===== src/rtl/uart_pkg.sv =====
// Shared UART definitions: FSM state encodings, parity and stop-bit
// mode constants, and a parity helper usable by both TX and a future RX.
package uart_pkg;

    typedef enum logic [2:0] {
        ST_IDLE   = 3'd0,
        ST_START  = 3'd1,
        ST_DATA   = 3'd2,
        ST_PARITY = 3'd3,
        ST_STOP   = 3'd4
    } uart_state_t;

    localparam logic PARITY_EVEN = 1'b0;
    localparam logic PARITY_ODD  = 1'b1;

    localparam logic STOP_ONE = 1'b0;
    localparam logic STOP_TWO = 1'b1;

    // Widest frame payload any UART block in this slice supports
    localparam int MAX_DATA_BITS = 9;

    // Parity over a zero-extended payload; unused upper bits are zero so
    // they do not disturb the XOR reduction.
    function automatic logic parity_bit(input logic [MAX_DATA_BITS-1:0] data,
                                        input logic                     mode);
        return (mode == PARITY_EVEN) ? (^data) : ~(^data);
    endfunction

endpackage


===== src/rtl/uart_tx_fifo.sv =====
// Transmit FIFO: synchronous, show-ahead read data, registered occupancy.
// Writes while full and reads while empty are ignored.
module uart_tx_fifo #(
    parameter int WIDTH = 8,
    parameter int DEPTH = 4
) (
    input  logic                     clk,
    input  logic                     rst,
    input  logic                     wr_en,
    input  logic [WIDTH-1:0]         wr_data,
    input  logic                     rd_en,
    output logic [WIDTH-1:0]         rd_data,
    output logic                     full,
    output logic                     empty,
    output logic [$clog2(DEPTH):0]   count
);

    localparam int PTR_W = $clog2(DEPTH);
    localparam logic [PTR_W:0] FULL_COUNT = (PTR_W + 1)'(DEPTH);

    logic [WIDTH-1:0] mem [DEPTH];
    logic [PTR_W-1:0] wr_ptr;
    logic [PTR_W-1:0] rd_ptr;
    logic             push;
    logic             pop;

    assign full    = (count == FULL_COUNT);
    assign empty   = (count == '0);
    assign push    = wr_en && !full;
    assign pop     = rd_en && !empty;
    assign rd_data = mem[rd_ptr];

    // Pointers and occupancy; DEPTH is a power of two so pointers wrap naturally
    always_ff @(posedge clk) begin
        if (rst) begin
            wr_ptr <= '0;
            rd_ptr <= '0;
            count  <= '0;
        end else begin
            if (push) begin
                wr_ptr <= wr_ptr + PTR_W'(1);
            end
            if (pop) begin
                rd_ptr <= rd_ptr + PTR_W'(1);
            end
            case ({push, pop})
                2'b10:   count <= count + (PTR_W + 1)'(1);
                2'b01:   count <= count - (PTR_W + 1)'(1);
                default: count <= count;
            endcase
        end
    end

    // Storage array; contents are don't-care until written so it has no reset
    always_ff @(posedge clk) begin
        if (push) begin
            mem[wr_ptr] <= wr_data;
        end
    end

endmodule


===== src/rtl/uart_tx_param.sv =====
// Parameterised UART transmitter: FIFO-buffered words are framed as
// start, LSB-first data, optional parity and one or two stop bits, with
// every bit lasting OS_RATE oversample strobes.
module uart_tx_param
    import uart_pkg::*;
#(
    parameter int DATA_BITS  = 8,
    parameter int OS_RATE    = 8,
    parameter int FIFO_DEPTH = 4
) (
    input  logic                          clk,
    input  logic                          rst,
    input  logic                          tick_os,
    input  logic                          tx_valid,
    input  logic [DATA_BITS-1:0]          tx_data,
    output logic                          tx_ready,
    input  logic                          parity_en,
    input  logic                          parity_odd,
    input  logic                          stop2,
    output logic                          tx_serial,
    output logic                          busy,
    output logic                          done,
    output logic [$clog2(FIFO_DEPTH):0]   fifo_count
);

    // The tick counter must reach 2*OS_RATE-1 for a double stop bit
    localparam int TICK_W = $clog2(2 * OS_RATE);
    localparam int BIT_W  = $clog2(DATA_BITS);

    localparam logic [TICK_W-1:0] BIT_END   = TICK_W'(OS_RATE - 1);
    localparam logic [TICK_W-1:0] STOP2_END = TICK_W'(2 * OS_RATE - 1);
    localparam logic [BIT_W-1:0]  LAST_BIT  = BIT_W'(DATA_BITS - 1);

    uart_state_t          state;
    logic [TICK_W-1:0]    tick_cnt;
    logic [BIT_W-1:0]     bit_cnt;
    logic [DATA_BITS-1:0] shift;
    logic                 par_en_q;
    logic                 par_bit_q;
    logic                 stop_mode_q;

    logic                 fifo_full;
    logic                 fifo_empty;
    logic [DATA_BITS-1:0] fifo_rd_data;
    logic                 pop;
    logic                 bit_end;
    logic                 stop_end;
    logic [TICK_W-1:0]    stop_last;

    // Readiness depends only on occupancy, never on a same-cycle pop
    assign tx_ready = !fifo_full;

    uart_tx_fifo #(
        .WIDTH (DATA_BITS),
        .DEPTH (FIFO_DEPTH)
    ) u_fifo (
        .clk     (clk),
        .rst     (rst),
        .wr_en   (tx_valid),
        .wr_data (tx_data),
        .rd_en   (pop),
        .rd_data (fifo_rd_data),
        .full    (fifo_full),
        .empty   (fifo_empty),
        .count   (fifo_count)
    );

    // Bit-period end detection and the FIFO pop request, which happens when
    // idle with data waiting or at the last stop tick for back-to-back frames
    always_comb begin
        stop_last = (stop_mode_q == STOP_TWO) ? STOP2_END : BIT_END;
        bit_end   = tick_os && (tick_cnt == BIT_END);
        stop_end  = tick_os && (tick_cnt == stop_last);
        pop       = 1'b0;
        if (!fifo_empty) begin
            if (state == ST_IDLE) begin
                pop = 1'b1;
            end else if ((state == ST_STOP) && stop_end) begin
                pop = 1'b1;
            end
        end
    end

    // Frame sequencer: state, counters, shift register, latched frame config
    // and the registered line, busy and done outputs all move together
    always_ff @(posedge clk) begin
        if (rst) begin
            state       <= ST_IDLE;
            tick_cnt    <= '0;
            bit_cnt     <= '0;
            shift       <= '0;
            par_en_q    <= 1'b0;
            par_bit_q   <= 1'b0;
            stop_mode_q <= STOP_ONE;
            tx_serial   <= 1'b1;
            busy        <= 1'b0;
            done        <= 1'b0;
        end else begin
            done <= 1'b0;
            case (state)
                ST_IDLE: begin
                    tick_cnt <= '0;
                    if (pop) begin
                        shift       <= fifo_rd_data;
                        par_en_q    <= parity_en;
                        par_bit_q   <= parity_bit(MAX_DATA_BITS'(fifo_rd_data), parity_odd);
                        stop_mode_q <= stop2;
                        state       <= ST_START;
                        tx_serial   <= 1'b0;
                        busy        <= 1'b1;
                    end
                end

                ST_START: begin
                    if (bit_end) begin
                        state     <= ST_DATA;
                        tick_cnt  <= '0;
                        bit_cnt   <= '0;
                        tx_serial <= shift[0];
                    end else if (tick_os) begin
                        tick_cnt <= tick_cnt + TICK_W'(1);
                    end
                end

                ST_DATA: begin
                    if (bit_end) begin
                        tick_cnt <= '0;
                        if (bit_cnt == LAST_BIT) begin
                            if (par_en_q) begin
                                state     <= ST_PARITY;
                                tx_serial <= par_bit_q;
                            end else begin
                                state     <= ST_STOP;
                                tx_serial <= 1'b1;
                            end
                        end else begin
                            bit_cnt   <= bit_cnt + BIT_W'(1);
                            shift     <= shift >> 1;
                            tx_serial <= shift[1];
                        end
                    end else if (tick_os) begin
                        tick_cnt <= tick_cnt + TICK_W'(1);
                    end
                end

                ST_PARITY: begin
                    if (bit_end) begin
                        state     <= ST_STOP;
                        tick_cnt  <= '0;
                        tx_serial <= 1'b1;
                    end else if (tick_os) begin
                        tick_cnt <= tick_cnt + TICK_W'(1);
                    end
                end

                ST_STOP: begin
                    if (stop_end) begin
                        done     <= 1'b1;
                        tick_cnt <= '0;
                        if (pop) begin
                            shift       <= fifo_rd_data;
                            par_en_q    <= parity_en;
                            par_bit_q   <= parity_bit(MAX_DATA_BITS'(fifo_rd_data), parity_odd);
                            stop_mode_q <= stop2;
                            state       <= ST_START;
                            tx_serial   <= 1'b0;
                            busy        <= 1'b1;
                        end else begin
                            state     <= ST_IDLE;
                            tx_serial <= 1'b1;
                            busy      <= 1'b0;
                        end
                    end else if (tick_os) begin
                        tick_cnt <= tick_cnt + TICK_W'(1);
                    end
                end

                default: begin
                    state     <= ST_IDLE;
                    tick_cnt  <= '0;
                    tx_serial <= 1'b1;
                    busy      <= 1'b0;
                end
            endcase
        end
    end

endmodule


===== config.mk =====
export PLATFORM = sky130hd
export DESIGN_NAME = uart_tx_param
export DESIGN_NICKNAME = d
export VERILOG_FILES = /design/src/rtl/uart_pkg.sv /design/src/rtl/uart_tx_fifo.sv /design/src/rtl/uart_tx_param.sv
export SDC_FILE = /design/constraint.sdc
export NUM_CORES = 1
export LEC_CHECK = 0
export BUFFER_PORTS_ARGS = -buffer_cell sky130_fd_sc_hd__buf_2
export CAP_MARGIN = 20
export CORE_UTILIZATION = 58
export DETAILED_ROUTE_END_ITERATION = 10
export PLACE_DENSITY_LB_ADDON = 0.25
export SKIP_CTS_REPAIR_TIMING = 1
export SYNTH_ARGS = -nofsm -noshare
export SYNTH_HDL_FRONTEND = slang
export SYNTH_SLANG_ARGS = --single-unit

===== constraint.sdc =====
create_clock -name clk -period 3.6 [get_ports clk]
set_clock_uncertainty 0.1 [all_clocks]
set_input_delay 0.72 -clock clk [delete_from_list [all_inputs] [get_ports clk]]
set_output_delay 0.72 -clock clk [all_outputs]
set_load 0.005 [all_outputs]

[Yosys cells after proc, flatten, opt, wreduce, memory -nomap -nowiden]
Memory sizes are Yosys's and may differ from the RTL's. A register that Yosys moved wholly into a read port is not among the register bits.
Cells that the tools add are included.
Operators by class
  add/sub/neg operators: 6
  multipliers: 0
  divide/modulo/power cells: 0
  magnitude comparators: 0
  equal/unequal tests: 17
  shift operators: 0
  multiplexer cells: 55
  bitwise logic cells: 3
  reductions and logical operators: 22
Operator list (number)
  8-bit two-way mux: 4
  3-bit two-way mux: 10
  1-bit two-way mux: 25
  8-bit one-hot mux with 3 select lines: 1
  4-bit two-way mux: 4
  3-bit one-hot mux with 5 select lines: 1
  2-bit != test (second input constant): 6
  3-bit one-hot mux with 2 select lines: 2
  3-bit equality test (second input constant): 3
  9-bit parity: 1
  4-bit one-hot mux with 2 select lines: 1
  4-bit AND reduction: 2
  3-bit by 1-bit adder with 3-bit output (second input constant): 2
  3-bit by 2-bit equality test with 1-bit output (second input constant): 2
  3-bit zero test: 2
  1-bit one-hot mux with 2 select lines: 3
  6-bit AND reduction: 1
  2-bit nonzero test: 3
  1-bit logical AND: 5
  1-bit one-hot mux with 5 select lines: 1
  5-bit AND reduction: 1
  2-bit by 1-bit adder with 2-bit output (second input constant): 2
  4-bit by 1-bit adder with 4-bit output (second input constant): 1
  4-bit by 3-bit equality test with 1-bit output (second input constant): 1
  other kinds (15): 19
Word-level totals
  register bits after elaboration: 31
  bits in latches: 0
  memory bits (writable): 32
  ROM bits: 0
  output and inout bits: 7
  logic and storage cells: 117
  memories kept: 1
Memories
  u_fifo.mem: depth 4, width 8, rd ports 1, clocked after memory_dff 1, wr ports 1, line uart_tx_fifo.sv:21  | logic [WIDTH-1:0] mem [DEPTH];

[Logic depth before layout (Yosys ltp)]
Gate-level depths: netlist of the first run.
  depth in word-level cells: 10
  gate-level depth with buffers: 11
  depth with buffers taken out: 11

[Modules after synthesis]
From an unflattened synthesis of the first run, not the netlist that was laid out.
Second synthesis, totals
  cell total of the unflattened synthesis: 257
  area, all modules: 3084.2 um^2
By module, submodules not included
  uart_tx_fifo: times used 1, cells each 96, area an instance 1630.3 um^2
  uart_tx_param: times used 1, cells each 161, area an instance 1453.9 um^2

[Worst setup path after synthesis of the first run]
No wires, ideal clock.
  path type: input -> register
  from: input port tick_os
  to: register u_fifo.count[2]
  setup time: 0.070 ns
  arrival: 2.780 ns
  data required time: 3.430 ns
  path slack: 0.649 ns
  stages on the path: 11
  path buffers: 1
  cells stage by stage: buf_2 -> nand3_1 -> o21ai_0 -> nand3_1 -> inv_1 -> ha_1 -> inv_1 -> fa_1 -> xor2_1 -> or3_1 -> a21oi_1
Between the ends
  longest elaborated chain between the ends: 8
  elaborated cells between the ends (all ways): 10
  classes of those cells: eq/ne: 2; mux: 4; reduce/logical: 4
RTL lines
  start: declaration: line uart_tx_param.sv:13  | input logic tick_os,
  1-bit logical AND (*): line uart_tx_param.sv:73  | stop_end = tick_os && (tick_cnt == stop_last);
  1-bit logical AND (*): line uart_tx_param.sv:78  | end else if ((state == ST_STOP) && stop_end) begin
  1-bit two-way mux (*): line uart_tx_param.sv:78
  1-bit two-way mux (*): line uart_tx_param.sv:76  | if (state == ST_IDLE) begin
  1-bit two-way mux (*): line uart_tx_param.sv:75  | if (!fifo_empty) begin
  1-bit logical AND (*): line uart_tx_fifo.sv:30  | assign pop = rd_en && !empty;
  via u_fifo.pop: line uart_tx_fifo.sv:25  | logic pop;
  2-bit by 1-bit equality test with 1-bit output / 2-bit equality test (equally long branches): line uart_tx_fifo.sv:46  | case ({push, pop})
  3-bit one-hot mux with 2 select lines / 2-bit nonzero test (equally long branches)
  end signal: assignment: line uart_tx_fifo.sv:47  | 2'b10: count <= count + (PTR_W + 1)'(1);
  end signal: assignment: line uart_tx_fifo.sv:48  | 2'b01: count <= count - (PTR_W + 1)'(1);
  end signal: assignment: line uart_tx_fifo.sv:49  | default: count <= count;
  end: declaration: line uart_tx_fifo.sv:15  | output logic [$clog2(DEPTH):0] count
Mark *: on every way through the listed nets, which the timed path passes. The rest lies on a longest branch.
A chain may end at the register's enable or synchronous reset.

[Final worst setup path of the first run]
  from: register tick_cnt[0]
  to: register u_fifo.count[2]
Between the ends
  longest elaborated chain between the ends: 9
  elaborated cells between the ends (all ways): 11
  classes of those cells: eq/ne: 3; mux: 4; reduce/logical: 4
RTL lines
  start: declaration: line uart_tx_param.sv:35  | logic [TICK_W-1:0] tick_cnt;
  start signal: assignment: line uart_tx_param.sv:121  | tick_cnt <= tick_cnt + TICK_W'(1);
  start signal: assignment: line uart_tx_param.sv:142  | tick_cnt <= tick_cnt + TICK_W'(1);
  start signal: assignment: line uart_tx_param.sv:152  | tick_cnt <= tick_cnt + TICK_W'(1);
  4-bit equality test (*): line uart_tx_param.sv:73
  1-bit logical AND (*): line uart_tx_param.sv:73
  1-bit logical AND (*): line uart_tx_param.sv:78
  1-bit two-way mux (*): line uart_tx_param.sv:78
  1-bit two-way mux (*): line uart_tx_param.sv:76
  1-bit two-way mux (*): line uart_tx_param.sv:75
  1-bit logical AND (*): line uart_tx_fifo.sv:30
  via u_fifo.pop: line uart_tx_fifo.sv:25
  2-bit by 1-bit equality test with 1-bit output / 2-bit equality test (equally long branches): line uart_tx_fifo.sv:46
  3-bit one-hot mux with 2 select lines / 2-bit nonzero test (equally long branches)
Marked as above.

==> results of run 1 <==
metrics by stage:
| step | area, sq um | hold slack [ns] | util | power, mW | worst slack [ns] |
|---|---|---|---|---|---|
| after floorplan | 2860 | 0.360 | - | 1.54 | 0.649 |
| after global placement | 3020 | 0.343 | 0.639 | 1.66 | 0.723 |
| after detailed placement | 3020 | 0.352 | 0.639 | 1.69 | 0.547 |
| after CTS | 3260 | 0.373 | 0.690 | 2.41 | 0.840 |
| after global routing | 3260 | 0.382 | 0.690 | 2.52 | 0.567 |
| final | 3260 | 0.377 | 0.690 | 2.39 | 0.849 |
critical path, cell delays in order (launching register included):
cell and delay (ns):
dfxtp_1 0.37, ha_1 0.20, nand3_1 0.15, o21ai_0 0.36, nand3_1 0.16, inv_1 0.09
ha_1 0.18, inv_1 0.06, fa_1 0.37, xor2_1 0.16, or3_1 0.32, a21oi_1 0.15
logic make-up (layout without fill, tap and decap cells):
| family | Yosys count | count (layout) |
|---|---|---|
| simple gates | 64 | 64 |
| xor+xnor | 15 | 15 |
| fa+ha+maj | 9 | 9 |
| buf+inv | 21 | 50 |
| flops | 65 | 65 |
| mux | 21 | 21 |
| compound gates | 36 | 36 |
flip-flops by register name (all words and copies together) (netlist names), named ones only:
name,count
stop_mode_q,1
done,1
u_fifo.rd_ptr,2
shift,8
busy,1
bit_cnt,3
state,3
u_fifo.wr_ptr,2
tick_cnt,4
par_en_q,1
u_fifo.count,3
par_bit_q,1
u_fifo.mem,32
tx_serial,1
routing by layer:
layer,global-route usage,up-vias,routed length (um),part of all wire
li1,-,905,-,-
met1,0.286,861,2320,0.48
met2,0.310,42,2170,0.45
met3,0.0431,13,221,0.046
met4,0.118,0,128,0.026
met5,0,-,0,0
final timing paths:
check,start,to,slack [ns],cells after the start
min reg2reg,tx_serial,tx_serial,0.38,1
max,tick_cnt[0],u_fifo.count[2],0.85,11
max reg2reg,tick_cnt[0],u_fifo.count[2],0.85,11
min,tx_serial,tx_serial,0.38,1
cells in the final DEF, fill, tap and decap left out, types with 3 or more instances in the layout:
| cell | count |
|---|---|
| o211ai_1 | 3 |
| a21oi_1 | 11 |
| mux4_1 | 6 |
| nand3_1 | 5 |
| or3_1 | 4 |
| edfxtp_1 | 32 |
| dfxtp_1 | 33 |
| o21ai_0 | 6 |
| nor3b_1 | 3 |
| and3_1 | 4 |
| xor2_1 | 8 |
| xnor2_1 | 6 |
| mux2i_1 | 13 |
| buf_4 | 3 |
| inv_1 | 10 |
| nand2_1 | 8 |
| nor2_1 | 26 |
| buf_2 | 21 |
| and2_1 | 3 |
| clkbuf_8 | 9 |
| a211oi_1 | 8 |
| ha_1 | 8 |
power groups by stage:
stage	Combinational [mW]	Sequential [mW]	Clock, mW
after floorplan	0.562	0.975	0
after global placement	0.649	1.02	0
after CTS	0.671	1.00	0.730
after global routing	0.744	1.02	0.759
after detailed placement	0.667	1.02	0
final	0.667	1.00	0.723
layout make-up:
cell class              count  share of cell area
clock buffers              11              0.0469
clock inverters             5              0.0261
inverters                  10              0.0115
multi-input cells         145               0.353
flip-flops and latches     65               0.498
well taps                  67              0.0257
repair buffers             24              0.0392
==> results by group, run 1 <==
Detailed routing
  • Final WL: 4840 um
  • Vias per inst: 5.57
  • Starting DRT DRC Count: 160
  • Vias post-DR: 1821
  • DRT Pass-1 Iters: 4
  • Final ANT Viol Nets: 0
  • Drt drc: 0
  • Avg WL per Cell: 14.8 um

Cells and area
  • Layout fillers: 351
  • Layout cells sized above 1: 0.165
  • Final nets: 279
  • Area of the multi-input gates: 1150 sq um
  • Layout Cells excl Fill: 327
  • P&R area growth vs syn: 13.8%
  • Area occupied by registers: 1620 sq um
  • # diodes: 0

Synth
  • Post-synth EDFFs: 32
  • Ys Warns: 0
  • Post-synth top cells: dfxtp_1, edfxtp_1, nor2_1, mux2i_1, a21oi_1
  • Synth Flop Type: dfxtp_1
  • Post-synth net total: 255
  • Post-synthesis simple-gate area fraction: 0.111
  • Register area share after synthesis: 0.566
  • Count leader, synth: dfxtp_1
  • Synth Area in XOR/XNOR: 0.0507
  • Top post-synthesis cells by area: edfxtp_1, dfxtp_1, mux4_1
  • Cells after Synth: 231
  • Largest family of logic cells by synthesized area: multiplexers
  • Post-synthesis compound-gate area fraction: 0.0813
  • Synth Register Bits: 65
  • Post-synth cell types: 40
  • Mux share of post-synthesis cell area: 0.116
  • Synth top area share: 0.336
  • Post-synthesis async set-or-reset flop share: 0
  • Adder-Cell Fraction of Synth Area: 0.0420
  • Mean Syn Cell Area: 12.4 sq um
  • Synth area leader: edfxtp_1
  • Mapped Area: 2860 sq um

Clocking
  • Root buffer cell: clkbuf_8
  • CTS Sinks: 65
  • Clock slew at reported path FFs: 0.07 ns
  • Clock Tree Buf Depth: 2
  • CTS H-tree lvls: 3
  • TritonCTS clock tree: done
  • CTS Buf Count: 9
  • Worst skew pair latency: 0.35 ns

GRT
  • Tot GR Track Use: 0.208
  • Initial antenna violation count: 0
  • Final global-route overflow total: 0
  • Vias in the first global route: 1733
  • Largest net degree at the start of global routing: 28
  • First-pass GRT wire length: 8040 um

Run status
  • Status: finished clean

Power and ir drop
  • Power Dens Cells: 735 nW/um^2
  • Sw Ratio: 0.298
  • Seq pwr share: 0.419
  • Int Power: 1.68 mW
  • Sw Pwr: 0.713 mW
  • Clock share of power: 0.302
  • Worst vdd ir: 0.489 mV
  • Lkg Pwr: 1.22 nW
  • Combinational Power Share: 0.279

Min path
  • Worst hold path class: reg -> reg

Floorplan
  • Starting Density: 0.606
  • Total die area: 5220 sq um
  • Die Y: 72.3 um
  • Std cell rows: 25
  • Floorplan Core Area: 4720 sq um
  • Io pins: 22
  • Die W: 72.3 um

Worst setup path
  • CP Launch Type: flop
  • Crit path DAT: 2.92 ns
  • Critical path endpoint category: flop
  • Critical path type: reg -> reg
  • Worst path required time: 3.77 ns
  • Largest fanout on the critical path: 5

Flow run
  • Number of maximum-capacitance violations: 0

Placed design
  • GPL Wtd Cong: 0.800
  • Number of port buffers: 21
  • DP Wirelength: 3300 um
  • Placed cell count: 311

Timing
  • Tightest Pin Transition: 0.531 ns
  • Total negative slack: 0 ns
  • Crit share post-route: 0.764
  • Worst slew margin: 0.645
  • Final setup violation count: 0
  • Fmax: 0.363 GHz
  • Post-layout min period: 2.75 ns
  • RSZ-0062 raised after global routing: false
  • Final hold violation count: 0
  • Pins Over Slew Limit: 0
Power figures use the tool's default switching activity.
==> run 2, diff against run 1 <==
==> constraint.sdc (replaced) <==
create_clock -name clk -period 2.65 [get_ports clk]
set_clock_uncertainty 0.1 [all_clocks]
set_input_delay 0.53 -clock clk [delete_from_list [all_inputs] [get_ports clk]]
set_output_delay 0.53 -clock clk [all_outputs]
set_load 0.005 [all_outputs]
==> run 2 against run 1 <==
  * Critical path depth unchanged
  * Non-clock buffer count increased by 4
  * Flip-flop and latch count unchanged
  * Routed wire length decreased by 1.5%
  * Sequential share of layout area increased by 0.17 points
  * Setup slack got worse by 0.66 ns
  * Sequential power increased by 34%
  * First-iteration DRC count decreased by 30%
  * Global-route usage increased by 0.18 points
  * Clock-buffer cell count increased by 1
  * Core utilization decreased by 0.24 points
==> results by group, run 2 (synthesized netlist as in run 1, its figures left out) <==
Worst setup path
  • CP Launch Type: flop
  • Worst Setup EP: u_fifo.count[2]
  • Largest fanout on the critical path: 5 (unchanged)
  • Instance count on the critical path: 11 (unchanged)
  • R2R Setup Slk: 0.19 ns (-0.66 ns)
  • CP max stage delay: 0.37 ns (about the same)
  • Crit Reg-Reg Endpoint: u_fifo.count[2]
  • Crit path DAT: 2.62 ns (-0.30 ns)
  • Crit path from: tick_cnt[0]
  • Worst R2R Start: tick_cnt[0]
  • Crit path max-delay family: adder cells
  • Slowest stage cell on the critical path: dfxtp_1
  • Critical path endpoint category: flop
  • Worst path required time: 2.81 ns (-0.96 ns)
  • R2R cell count: 11 (unchanged)
  • Worst path bufs/invs: 2 (unchanged)
  • Crit path cell chain: ha_1, nand3_2, o21ai_2, nand3_2, inv_1, ha_1, inv_1, fa_1, xor2_1, or3_1, a21oi_1
  • Critical path type: reg -> reg

Clocking
  • CTS Sinks: 65 (unchanged)
  • CTS Buf Count: 9 (unchanged)
  • CTS H-tree lvls: 3 (unchanged)
  • Root buffer cell: clkbuf_8
  • Clock slew at reported path FFs: 0.07 ns (about the same)
  • TritonCTS clock tree: done
  • Clock Tree Buf Depth: 2 (unchanged)
  • Worst skew pair latency: 0.33 ns (-0.02 ns)

Cells and area
  • Max reg flops: 32 (unchanged)
  • P&R area growth vs syn: 13.4%
  • # diodes: 0 (unchanged)
  • Most frequent cells in the layout: dfxtp_1, edfxtp_1, nor2_1
  • Commonest non-fill, non-tap cell in the layout: dfxtp_1
  • Layout cells sized above 1: 0.182 (+0.0164)
  • Top flop regs: u_fifo.mem (32), shift (8), tick_cnt (4)
  • Top reg by flops: u_fifo.mem
  • Final nets: 283 (+1.4%)
  • Final core utilization: 0.687 (-0.00238)

Power and ir drop
  • Lkg Pwr: 1.22 nW (-0.19%)
  • Power Dens Cells: 947 nW/um^2 (+29%)
  • Design Power: 3.07 mW (+28%)
  • Worst vdd ir: 0.578 mV (+18%)

Detailed routing
  • Vias per inst: 5.58 (+0.20%)
  • Vias post-DR: 1847 (+1.4%)
  • Final WL: 4770 um (-1.5%)
  • DRT Pass-1 Iters: 4 (unchanged)
  • Final ANT Viol Nets: 0 (unchanged)
  • Avg WL per Cell: 14.4 um (-2.7%)
  • Starting DRT DRC Count: 112 (-30%)
  • Drt drc: 0 (unchanged)

Min path
  • Hold path start: tx_data[3]
  • Worst hold path class: in -> reg

Placed design
  • Number of port buffers: 21 (unchanged)
  • DP Wirelength: 3350 um (+1.4%)
  • GPL Wtd Cong: 0.794 (-0.84%)

Floorplan
  • Die Y: 72.3 um (unchanged)
  • Std cell rows: 25 (unchanged)
  • Total die area: 5220 sq um (unchanged)
  • Die W: 72.3 um (unchanged)
  • Io pins: 22 (unchanged)
  • Floorplan Core Area: 4720 sq um (unchanged)
  • Starting Density: 0.606 (unchanged)

Timing
  • Fmax: 0.407 GHz (+12%)
  • Final setup violation count: 0 (unchanged)
  • Post-layout min period: 2.46 ns (-0.293 ns)
  • Tightest Pin Transition: 0.514 ns (-0.0175 ns)
  • Total negative slack: 0 ns (unchanged)
  • Final hold violation count: 0 (unchanged)
  • Worst slew margin: 0.654 (+0.00879)
  • RSZ-0062 raised after global routing: false
  • Pins Over Slew Limit: 0 (unchanged)
  • Crit share post-route: 0.927 (+0.163)

GRT
  • Final global-route overflow total: 0 (unchanged)
  • Tot GR Track Use: 0.210 (+0.00175)
  • Initial antenna violation count: 0 (unchanged)
  • Vias in the first global route: 1701 (-1.8%)
  • Largest net degree at the start of global routing: 28 (unchanged)
  • First-pass GRT wire length: 8050 um (+0.17%)

Run status
  • Status: finished clean

Flow run
  • Number of maximum-capacitance violations: 0 (unchanged)
## run 2: cell type report
| class | instances | area (sq um) |
|---|---|---|
| clock buffer | 12 | 135 |
| clock inverter | 4 | 47.5 |
| fill | 341 | 1480 |
| inverter | 10 | 37.5 |
| multi-input combinational | 145 | 1160 |
| sequential | 65 | 1620 |
| tap | 67 | 83.8 |
| timing repair buffer | 28 | 158 |
## run 2: per-layer routing
| metal | track usage | share of wire |
|---|---|---|
| met2 | 0.308 | 0.46 |
| met4 | 0.0850 | 0.017 |
| met3 | 0.0736 | 0.050 |
| met1 | 0.286 | 0.48 |
| met5 | 0 | 0 |
## run 2: worst min path at each step
stage | to | slack [ns] | depth (start not counted)
global route | u_fifo.mem[2][7] | 0.29 | 1
finish | u_fifo.mem[0][3] | 0.31 | 1
floorplan | shift[7] | 0.36 | 2
global placement | tx_serial | 0.34 | 1
detailed placement | tx_serial | 0.36 | 1
CTS | u_fifo.mem[0][7] | 0.29 | 1
## run 2: worst reg2reg max path, cell delays in order (launching register included)
cell and delay (ns):
dfxtp_1 0.37, ha_1 0.22, nand3_2 0.14, o21ai_2 0.20
nand3_2 0.10, inv_1 0.08, ha_1 0.18, inv_1 0.06
fa_1 0.37, xor2_1 0.15, or3_1 0.30, a21oi_1 0.13
## run 2: per-stage QoR
step                hold slack, ns  setup WS (ns)  area (sq um)  cells
global route                 0.291        0.00406          3250    331
detailed placement           0.356         0.0706          3060    315
finish                       0.312          0.192          3250    331
CTS                          0.288          0.115          3240    331
global placement             0.344          0.156          3060    315
floorplan                    0.360         0.0164          2870    231
## run 2: report_power, final
part	leakage (nW)	total (mW)	switching (mW)	internal, mW
registers	0.564	1.34	0.107	1.24
logic	0.565	0.946	0.479	0.467
clock network	0.0904	0.785	0.353	0.432
==> run 3, diff against run 2 <==
--- a/config.mk
+++ b/config.mk
@@ -8,7 +8,9 @@
 export BUFFER_PORTS_ARGS = -buffer_cell sky130_fd_sc_hd__buf_2
 export CAP_MARGIN = 20
 export CORE_UTILIZATION = 58
+export CTS_BUF_LIST = sky130_fd_sc_hd__clkbuf_8
 export DETAILED_ROUTE_END_ITERATION = 10
+export GPL_TIMING_DRIVEN = 0
 export PLACE_DENSITY_LB_ADDON = 0.25
 export SKIP_CTS_REPAIR_TIMING = 1
 export SYNTH_ARGS = -nofsm -noshare
==> run 3 against run 2 <==
  * Routed wire length is 7.0% higher
  * Cell count is 0.91% higher
  * Core utilization is 1.1 points higher
  * Highest routed layer unchanged
  * Cell area is 1.6% higher
  * Die area stayed put
  * Clock power is 12% higher
  * Global-route usage is 1.0 points higher
  * Flip-flop and latch count stayed put
==> results by group, run 3 (synthesized netlist as in run 1, its figures left out) <==
Worst setup path
  • Critical path endpoint category: flop
  • Worst path required time: 2.82 ns (about the same)
  • CP max stage delay: 0.37 ns (about the same)
  • Critical path type: reg -> reg
  • Slowest stage cell on the critical path: fa_1
  • CP Launch Type: flop
  • Crit path DAT: 2.72 ns (+0.10 ns)
  • Largest fanout on the critical path: 7 (+2)
  • R2R cell count: 11 (unchanged)
  • CP most frequent cell: inv_1
  • Crit path cell chain: ha_2, nand3_2, o21ai_4, nand3_4, inv_1, ha_1, inv_1, fa_1, xor2_1, or3_1, a21oi_1

Detailed routing
  • Drt drc: 0 (unchanged)
  • Avg WL per Cell: 15.3 um (+6.0%)
  • Final ANT Viol Nets: 0 (unchanged)
  • Vias per inst: 5.57 (about the same)
  • Vias post-DR: 1862 (+0.81%)
  • Final WL: 5100 um (+7.0%)
  • DRT Pass-1 Iters: 5 (+1)
  • Starting DRT DRC Count: 102 (-8.9%)

Placed design
  • Placed inst area: 3050 sq um (-0.29%)
  • GPL Wtd Cong: 0.814 (+2.5%)
  • Number of port buffers: 19 (-9.5%)
  • DP Wirelength: 3580 um (+6.9%)
  • Pre-CTS setup slack: -0.222 ns (-0.293 ns)
  • Placed cell count: 317 (+0.63%)

Power and ir drop
  • Combinational Power Share: 0.310 (+0.002)
  • Lkg Pwr: 1.23 nW (+0.98%)
  • Power Dens Cells: 970 nW/um^2 (+2.4%)
  • Clock share of power: 0.276 (+0.021)
  • Worst vdd ir: 0.471 mV (-19%)
  • Sw Pwr: 0.970 mW (+3.3%)
  • Seq pwr share: 0.414 (-0.023)
  • Sw Ratio: 0.303 (-0.00218)
  • Int Power: 2.23 mW (+4.4%)
  • Design Power: 3.20 mW (+4.1%)

GRT
  • Tot GR Track Use: 0.220 (+0.0103)
  • Vias in the first global route: 1716 (+0.88%)
  • Initial antenna violation count: 0 (unchanged)
  • Final global-route overflow total: 0 (unchanged)
  • First-pass GRT wire length: 8220 um (+2.0%)
  • Largest net degree at the start of global routing: 12 (-57%)

Timing
  • Final hold violation count: 0 (unchanged)
  • Pins Over Slew Limit: 0 (unchanged)
  • Tightest Pin Transition: 0.568 ns (+0.0542 ns)
  • Final setup violation count: 0 (unchanged)
  • Worst hold margin: 0.311 ns (-0.00157 ns)
  • Fin worst setup slack: 0.0987 ns (-0.0935 ns)
  • Total negative slack: 0 ns (unchanged)
  • Fmax: 0.392 GHz (-3.7%)
  • Post-layout min period: 2.55 ns (+0.0935 ns)
  • Worst slew margin: 0.621 (-0.0325)
  • Crit share post-route: 0.963 (+0.0353)

Cells and area
  • Top flop regs: u_fifo.mem (32), shift (8), tick_cnt (4)
  • Max reg flops: 32 (unchanged)
  • Final core utilization: 0.698 (+0.0109)
  • Most frequent cells in the layout: dfxtp_1, edfxtp_1, nor2_1
  • # diodes: 0 (unchanged)
  • Finished layout cell area: 3300 sq um (+1.6%)
  • P&R area growth vs syn: 15.2%
  • Top reg by flops: u_fifo.mem
  • Layout fillers: 352 (+3.2%)
  • Final nets: 286 (+1.1%)
  • Layout cells sized above 1: 0.180 (-0.00204)
  • Layout Cells excl Fill: 334 (+0.91%)

Floorplan
  • Total die area: 5220 sq um (unchanged)
  • Std cell rows: 25 (unchanged)
  • Starting Density: 0.606 (unchanged)
  • Floorplan Core Area: 4720 sq um (unchanged)
  • Io pins: 22 (unchanged)
  • Die W: 72.3 um (unchanged)
  • Die Y: 72.3 um (unchanged)

Clocking
  • CTS Buf Count: 9 (unchanged)
  • CTS Sinks: 65 (unchanged)
  • TritonCTS clock tree: done
  • CTS H-tree lvls: 3 (unchanged)
  • Clock slew at reported path FFs: 0.07 ns (about the same)
  • Clock Tree Buf Depth: 2 (unchanged)
  • Root buffer cell: clkbuf_8
  • Worst skew pair latency: 0.34 ns (about the same)

Run status
  • Status: finished clean

Min path
  • Hold-critical path depth: 1 (unchanged)
  • Worst hold path class: in -> reg

Flow run
  • Number of maximum-capacitance violations: 0 (unchanged)
## run 3: final timing paths
| check | startpoint | to | slack, ns |
|---|---|---|---|
| setup / recovery | tick_cnt[1] | u_fifo.count[2] | 0.1 |
| hold / removal | tx_data[4] | u_fifo.mem[0][4] | 0.31 |
| setup reg to reg | tick_cnt[1] | u_fifo.count[2] | 0.1 |
| hold reg to reg | tx_serial | tx_serial | 0.36 |
## run 3: per-layer routing
layer | global-route usage | wire (um) | up-vias
li1 | - | - | 918
met1 | 0.309 | 2430 | 896
met2 | 0.320 | 2340 | 43
met3 | 0.0681 | 257 | 5
met4 | 0.0915 | 72 | 0
met5 | 0 | 0 | -
## run 3: final cells by class
class	count	area [sq um]	area share
Sequential cell	65	1620	0.492
Buffer	11	53.8	0.0163
Multi-Input combinational cell	145	1190	0.360
Tap cell	67	83.8	0.0254
Inverter	10	37.5	0.0114
Clock inverter	7	85.1	0.0258
Timing Repair Buffer	20	103	0.0311
Clock buffer	9	124	0.0376
## run 3: worst max-delay path, delay by kind of cell, from the launching register on
| kind | cells | cell delay, ns |
|---|---|---|
| adders and majority gates | 3 | 0.77 |
| and+or+nand+nor | 3 | 0.60 |
| buffers and inverters | 2 | 0.16 |
| AOI/OAI and AO/OA | 2 | 0.35 |
| xor gates and xnor gates | 1 | 0.16 |
| DFF | 1 | 0.36 |
## run 3: power groups by stage
stage,clock [mW],sequential (mW),combinational [mW]
finish,0.883,1.32,0.991
global route,0.944,1.35,1.09
CTS,0.899,1.33,0.973
detailed placement,0,1.35,0.970
global placement,0,1.34,0.943
floorplan,0,1.32,0.767
